`src/rtl/arr_scan_pkg.sv`:
```
// ============================================================================
// Module   : arr_scan_pkg
// Brief    : Shared types and constants for the arr_scan_out slice.
// Revision : 1.0 - initial release
// ============================================================================
`default_nettype none

package arr_scan_pkg;

    typedef logic [3:0] arr_t;
    typedef logic [1:0] sel_t;

    localparam int NUM_ARR = 4;

    typedef enum logic [1:0] {
        S_IDLE = 2'd0,
        S_SCAN = 2'd1,
        S_WAIT = 2'd2
    } scan_state_e;

endpackage

`default_nettype wire

```
`src/rtl/arr_scan_timer.sv`:
```
// ============================================================================
// Module   : arr_scan_timer
// Brief    : Hold counter plus slot counter; flags slot advance and frame end.
// Revision : 1.0 - initial release
// ============================================================================
`default_nettype none

module arr_scan_timer
    import arr_scan_pkg::*;
#(
    parameter int HOLD_CYCLES = 4
) (
    input  logic clk,
    input  logic reset,
    input  logic enable,
    input  logic restart,
    output logic slot_adv,
    output logic frame_end,
    output sel_t sel
);

    localparam int                  c_HOLD_W    = (HOLD_CYCLES > 1) ? $clog2(HOLD_CYCLES) : 1;
    localparam logic [c_HOLD_W-1:0] c_HOLD_LAST = c_HOLD_W'(HOLD_CYCLES - 1);

    logic [c_HOLD_W-1:0] r_hold;
    sel_t                r_sel;
    logic                w_wrap;

    assign w_wrap    = enable && (r_hold == c_HOLD_LAST);
    assign slot_adv  = w_wrap && (r_sel != 2'd3);
    assign frame_end = w_wrap && (r_sel == 2'd3);
    assign sel       = r_sel;

    always_ff @(posedge clk) begin
        if (reset || restart) begin
            r_hold <= '0;
            r_sel  <= '0;
        end else if (w_wrap) begin
            r_hold <= '0;
            r_sel  <= r_sel + 2'd1;
        end else if (enable) begin
            r_hold <= r_hold + 1'b1;
        end
    end

endmodule

`default_nettype wire

```
`src/rtl/arr_scan_out.sv`:
```
// ============================================================================
// Module   : arr_scan_out
// Brief    : Snapshots arr0..arr3 per frame and time-multiplexes them onto a
//            4-bit bus with slot select, strobe and frame-start markers.
//            Optional macro ARR_SCAN_SKIP_UNCHANGED_EN skips unchanged frames.
// Revision : 1.0 - initial release
// ============================================================================
`default_nettype none

module arr_scan_out
    import arr_scan_pkg::*;
#(
    parameter int HOLD_CYCLES = 4,
    parameter int FRAME_CNT_W = 8
) (
    input  logic                   clk,
    input  logic                   reset,
    input  logic [3:0]             arr0,
    input  logic [3:0]             arr1,
    input  logic [3:0]             arr2,
    input  logic [3:0]             arr3,
    input  logic                   ext_hold,
    output logic [3:0]             scan_data,
    output logic [1:0]             scan_sel,
    output logic                   scan_strobe,
    output logic                   frame_start,
    output logic [FRAME_CNT_W-1:0] frame_cnt
);

    localparam logic [1:0] c_ST_IDLE = S_IDLE;
    localparam logic [1:0] c_ST_SCAN = S_SCAN;

    logic [1:0]             r_state;
    arr_t                   r_snap [NUM_ARR];
    arr_t                   r_scan_data;
    sel_t                   r_scan_sel;
    logic                   r_scan_strobe;
    logic                   r_frame_start;
    logic [FRAME_CNT_W-1:0] r_frame_cnt;

    logic w_timer_en;
    logic w_slot_adv;
    logic w_frame_end;
    sel_t w_t_sel;
    sel_t w_next_sel;
    logic w_capture;
    logic w_skip;

    // Timer only runs while scanning so it sits at zero in IDLE/WAIT.
    assign w_timer_en = ~ext_hold & (r_state == c_ST_SCAN);
    assign w_next_sel = w_t_sel + 2'd1;

`ifdef ARR_SCAN_SKIP_UNCHANGED_EN
    localparam logic [1:0] c_ST_WAIT = S_WAIT;

    logic r_snap_valid;
    logic w_same;

    assign w_same = r_snap_valid &&
                    (arr0 == r_snap[0]) && (arr1 == r_snap[1]) &&
                    (arr2 == r_snap[2]) && (arr3 == r_snap[3]);
    assign w_skip    = w_frame_end & w_same;
    assign w_capture = ((r_state == c_ST_IDLE) && !ext_hold) ||
                       (w_frame_end && !w_same) ||
                       ((r_state == c_ST_WAIT) && !ext_hold && !w_same);

    always_ff @(posedge clk) begin
        if (reset) begin
            r_snap_valid <= 1'b0;
        end else if (w_capture) begin
            r_snap_valid <= 1'b1;
        end
    end
`else
    assign w_skip    = 1'b0;
    assign w_capture = ((r_state == c_ST_IDLE) && !ext_hold) || w_frame_end;
`endif

    arr_scan_timer #(
        .HOLD_CYCLES (HOLD_CYCLES)
    ) u_timer (
        .clk       (clk),
        .reset     (reset),
        .enable    (w_timer_en),
        .restart   (w_capture),
        .slot_adv  (w_slot_adv),
        .frame_end (w_frame_end),
        .sel       (w_t_sel)
    );

    always_ff @(posedge clk) begin
        if (reset) begin
            r_state       <= c_ST_IDLE;
            r_scan_data   <= '0;
            r_scan_sel    <= '0;
            r_scan_strobe <= 1'b0;
            r_frame_start <= 1'b0;
            r_frame_cnt   <= '0;
            for (int i = 0; i < NUM_ARR; i++) r_snap[i] <= '0;
        end else begin
            r_scan_strobe <= 1'b0;
            r_frame_start <= 1'b0;
            if (w_capture) begin
                r_snap[0]     <= arr0;
                r_snap[1]     <= arr1;
                r_snap[2]     <= arr2;
                r_snap[3]     <= arr3;
                r_scan_data   <= arr0;
                r_scan_sel    <= '0;
                r_scan_strobe <= 1'b1;
                r_frame_start <= 1'b1;
                r_frame_cnt   <= r_frame_cnt + FRAME_CNT_W'(1);
                r_state       <= c_ST_SCAN;
`ifdef ARR_SCAN_SKIP_UNCHANGED_EN
            end else if (w_skip) begin
                r_state <= c_ST_WAIT;
`endif
            end else if (w_slot_adv) begin
                r_scan_sel    <= w_next_sel;
                r_scan_data   <= r_snap[w_next_sel];
                r_scan_strobe <= 1'b1;
            end
        end
    end

`ifndef ARR_SCAN_SKIP_UNCHANGED_EN
    logic w_unused;
    assign w_unused = w_skip;
`endif

    assign scan_data   = r_scan_data;
    assign scan_sel    = r_scan_sel;
    assign scan_strobe = r_scan_strobe;
    assign frame_start = r_frame_start;
    assign frame_cnt   = r_frame_cnt;

endmodule

`default_nettype wire

```
`config.mk`:
```
export PLATFORM = sky130hd
export DESIGN_NAME = arr_scan_out
export DESIGN_NICKNAME = d
export VERILOG_FILES = /design/src/rtl/arr_scan_pkg.sv /design/src/rtl/arr_scan_timer.sv /design/src/rtl/arr_scan_out.sv
export SDC_FILE = /design/constraint.sdc
export NUM_CORES = 1
export LEC_CHECK = 0
export CORE_UTILIZATION = 30
export DETAILED_ROUTE_END_ITERATION = 7
export GPL_ROUTABILITY_DRIVEN = 0
export PLACE_DENSITY = 0.59
export RECOVER_POWER = 50
export SYNTH_ARGS = -nofsm -noshare
export SYNTH_HDL_FRONTEND = slang
export SYNTH_SLANG_ARGS = --single-unit
```
`constraint.sdc`:
```
create_clock -name clk -period 1.8 [get_ports clk]
set_input_delay 0.54 -clock clk [delete_from_list [all_inputs] [get_ports clk]]
set_output_delay 0.54 -clock clk [all_outputs]
set_load 0.05 [all_outputs]
```
==> results <==
- The fill cell total of the finished layout is around 500.
- For this design, the CTS-stage hold fixing added 0 buffers.
- The commonest cells after synthesis are sky130_fd_sc_hd__dfxtp_1, sky130_fd_sc_hd__edfxtp_1, sky130_fd_sc_hd__a21oi_1.
- The overall die area is 0.00571 mm^2.
- The H-tree generated during clock tree synthesis spans 2 levels.
- The final clock period utilization by the worst path is 0.942.
- In this run the count of I/O pins placed on the die edge is 35.
- The maximum clock skew at final layout is 8.71 ps.
- The number of placement rows is 26.
- The tool flagged a number of max-cap violations equal to 0.
- For this run the aggregate overflow at the end of global routing stands at 0.
- In this run the static leakage power is 0.838 nW.
- Of all nets on the critical path, the largest fanout is 13.
- Counting the buffers created by CTS gives 5.
- The kind of cell adding the most delay to the critical path is buffers and inverters.
- The cell that appears most often on the critical path is sky130_fd_sc_hd__clkbuf_1.
- The data arrival time of the worst path is 1830 ps.
- Setup repair after global routing left no endpoint under its margin.
- STA classifies the critical path startpoint as a primary input.
- The number of antenna violations at the first check in global routing was 0.
- The via count normalized by instance count is 4.91.
- For this run, the leading register cell type out of synthesis is sky130_fd_sc_hd__dfxtp_1.
- The endpoint class of the critical path is a flop.
- The critical-path cell with the highest stage delay is sky130_fd_sc_hd__clkdlybuf4s50_1.
- The detailed-route wire length is 3.44 mm.
- The total routing resource utilization after global routing is 0.133.
- The worst hold path begins at u_timer.r_hold[1].
- The count of input and output buffers is 34.
- The async set-reset flop share out of synthesis is 0.
- The count of TritonRoute iterations in the first routing pass is 4.
- The final hold violation count is 0.
- For this run, design rule violations remaining after detail routing come to 0.
- In this run, synthesis inferred 16 flip-flops with an integrated enable.
- The startpoint of the worst setup timing path is reset.
- The vertical die dimension is 75.6 um.
- The number of antenna diodes in the final layout is 0.
- The share of synthesized area in the top cell type comes to 0.296.
- Setup violations remaining at the end of the flow were counted as 0.
- On the worst path, the slowest cell contributes a delay of roughly 500 ps.
- In the final layout, the multi-input gates occupy 669 um^2.
- Synthesis produced a netlist whose cell count is 140.
- The standard cell area after detailed placement is 0.00221 mm^2.
- The fraction of layout instances using a drive strength above 1 is 0.181.
- The post-CTS setup buffer count is 0.
- The starting density of the core is 0.314.
- Dividing the detail-routed wire length by the instance count gives 13.3 um.
- At the pin with the least slew margin, the transition time is 594 ps.
- Subtracting the final worst setup slack from the clock period gives around 1700 ps.
- By area the synthesized netlist is led by sky130_fd_sc_hd__edfxtp_1, sky130_fd_sc_hd__dfxtp_1, sky130_fd_sc_hd__mux4_2, sky130_fd_sc_hd__and3_1, sky130_fd_sc_hd__a21oi_1.
- The tree built by TritonCTS fans out to 37 sinks.
- The average instance in the mapped netlist occupies 11.6 um^2.
- The finished cells cover 0.00210 mm^2.
- The maximum number of buffers from clock root to sink is 2.
- Detailed placement finished with a half-perimeter wire length of 2.62 mm.
- Summing every instance area after synthesis gives 0.00162 mm^2.
- The power per unit of standard cell area is 799 mW/mm^2.
- The root buffer cell is sky130_fd_sc_hd__clkbuf_8.
- The via count of the first global-routing pass came to 1,189.
- The number of distinct library cell variants in the gate-level netlist after synthesis is 33.
- The tightest min-delay check is of the flop to flop type.
- The number of nets in the layout is 209.
- The insertion delay to the later sink of the worst-skew pair is 280 ps.
- The design draws around 1.7 mW.
- The flow ran to the end, and the final reports show no timing, DRC or antenna violations.
- Once detail routing completed, the nets flagged for antenna violations numbered 0.
- For the worst setup path, the data required time is 1940 ps.
- The post-synthesis cell type with the largest combined area is sky130_fd_sc_hd__edfxtp_1.
- The worst setup timing slack at the placement stage is -328 ps.
- The worst-case IR drop observed on VDD is 0.000326 V.
- After the first detailed-routing iteration, the DRC count stood at 51.
- The core region is slightly above 0.005 mm^2.
- The critical register-to-register path startpoint is u_timer.r_hold[0].
- The worst setup path category is primary input to flop.
- The global-route wire length before repair is 5.46 mm.
- TritonCTS built the clock tree.
- The number of pins exceeding their max-slew limit in the final report is 0.
- sky130_fd_sc_hd__dfxtp_1 is the most common cell in the netlist.
- The highest clock rate is roughly 600 MHz.
- The total via count after detailed routing is 1,266.
- The worst path setup slack after routing is 104 ps.
- The register bit count reported by yosys is 37.
- The clock transition at the registers of the reported paths is approximately 60 ps.
- The horizontal die dimension is 75.6 um.
- The final standard cell utilization of the core is 0.407.
- The count of yosys warnings during synthesis is 0.
- The net count after synthesis is ~160.
- From synthesis to final layout, the design area changed by 29.5%.
- The worst max-slew margin expressed relative to the limit is 0.604.
- For this run, the register share of the synthesized area comes to 0.555.
- The number of buffer and inverter stages on the critical path is 3.
- Entering global routing, the biggest net connects 18 pins.
- The sequential standard cell area is 901 um^2.
- Walking the worst path, the cells encountered are clkdlybuf4s50_1, clkbuf_1, clkbuf_1, nor3_1.
[sequential cells by signal, summed over array words and instances, names as in the netlist]
register	flops
r_snap	16
frame_cnt	8
scan_data	4
scan_sel	2
u_timer.r_hold	2
u_timer.sel	2
frame_start	1
r_state	1
scan_strobe	1
[what timing repair did]
item	4_1_cts	5_1_grt
gates resized for setup	1	2
endpoints found under the hold margin	0	0
setup endpoints to repair	3	17
[logic make-up (layout without fill, tap and decap cells)]
family / Yosys count / count (layout) / share of synthesized area
buf+inv: 11 / 59 / 0.0362
flops: 37 / 37 / 0.555
fa+ha+maj: 3 / 3 / 0.0231
compound gates: 33 / 33 / 0.129
mux: 6 / 6 / 0.0678
simple gates: 49 / 49 / 0.183
xor+xnor: 1 / 1 / 0.00539
[worst reg2reg max path: stages (launching register included)]
cell and delay (ps):
sky130_fd_sc_hd__dfxtp_1 360, sky130_fd_sc_hd__ha_2 240, sky130_fd_sc_hd__a21boi_1 110, sky130_fd_sc_hd__buf_4 200, sky130_fd_sc_hd__or4_1 500, sky130_fd_sc_hd__a21oi_1 160
[cell type report]
class                      instances  share of cell area
timing repair buffer              49               0.170
sequential                        37               0.428
multi-input combinational         92               0.318
clock buffer                       8              0.0381
inverter                           2             0.00357
tap                               70              0.0416
[layer usage]
layer,vias up,track usage,share of wire
met1,579,0.158,0.45
li1,641,-,-
met3,4,0.0463,0.060
met2,42,0.220,0.48
met5,-,0,0
met4,0,0.0556,0.013
[placed cells by master, fill, tap and decap left out, drive strengths merged, types with 3 or more instances in the layout]
cell and count:
a21oi 15, and3 13, buf 11, clkbuf 27
clkdlybuf4s50 17, dfxtp 21, edfxtp 16, ha 3
mux4 4, nand2 4, nor2 3, nor2b 3
nor3 8, o211ai 3, o21ai 4, o2bb2ai 3
o31ai 4, or3 4, or4 4
[path summary, 6_finish.rpt]
| path | end | slack, ps | cells after the start |
|---|---|---|---|
| max reg2reg | frame_cnt[5] | 150 | 5 |
| max | frame_start | 100 | 4 |
| min reg2reg | u_timer.r_hold[1] | 460 | 2 |
| min | u_timer.r_hold[1] | 460 | 2 |
[through the flow]
step / std cells / setup TNS (ps) / hold slack, ps
floorplan: 140 / 0 / 436
global placement: 250 / -9260 / 444
detailed placement: 250 / -10300 / 453
CTS: 258 / 0 / 469
global route: 258 / 0 / 486
finish: 258 / 0 / 464
[power breakdown]
group	switching, mW	internal [mW]
sequential	0.0188	0.918
combinational	0.113	0.0880
clock	0.269	0.275
No activity file was read; power rests on OpenSTA's default activity.
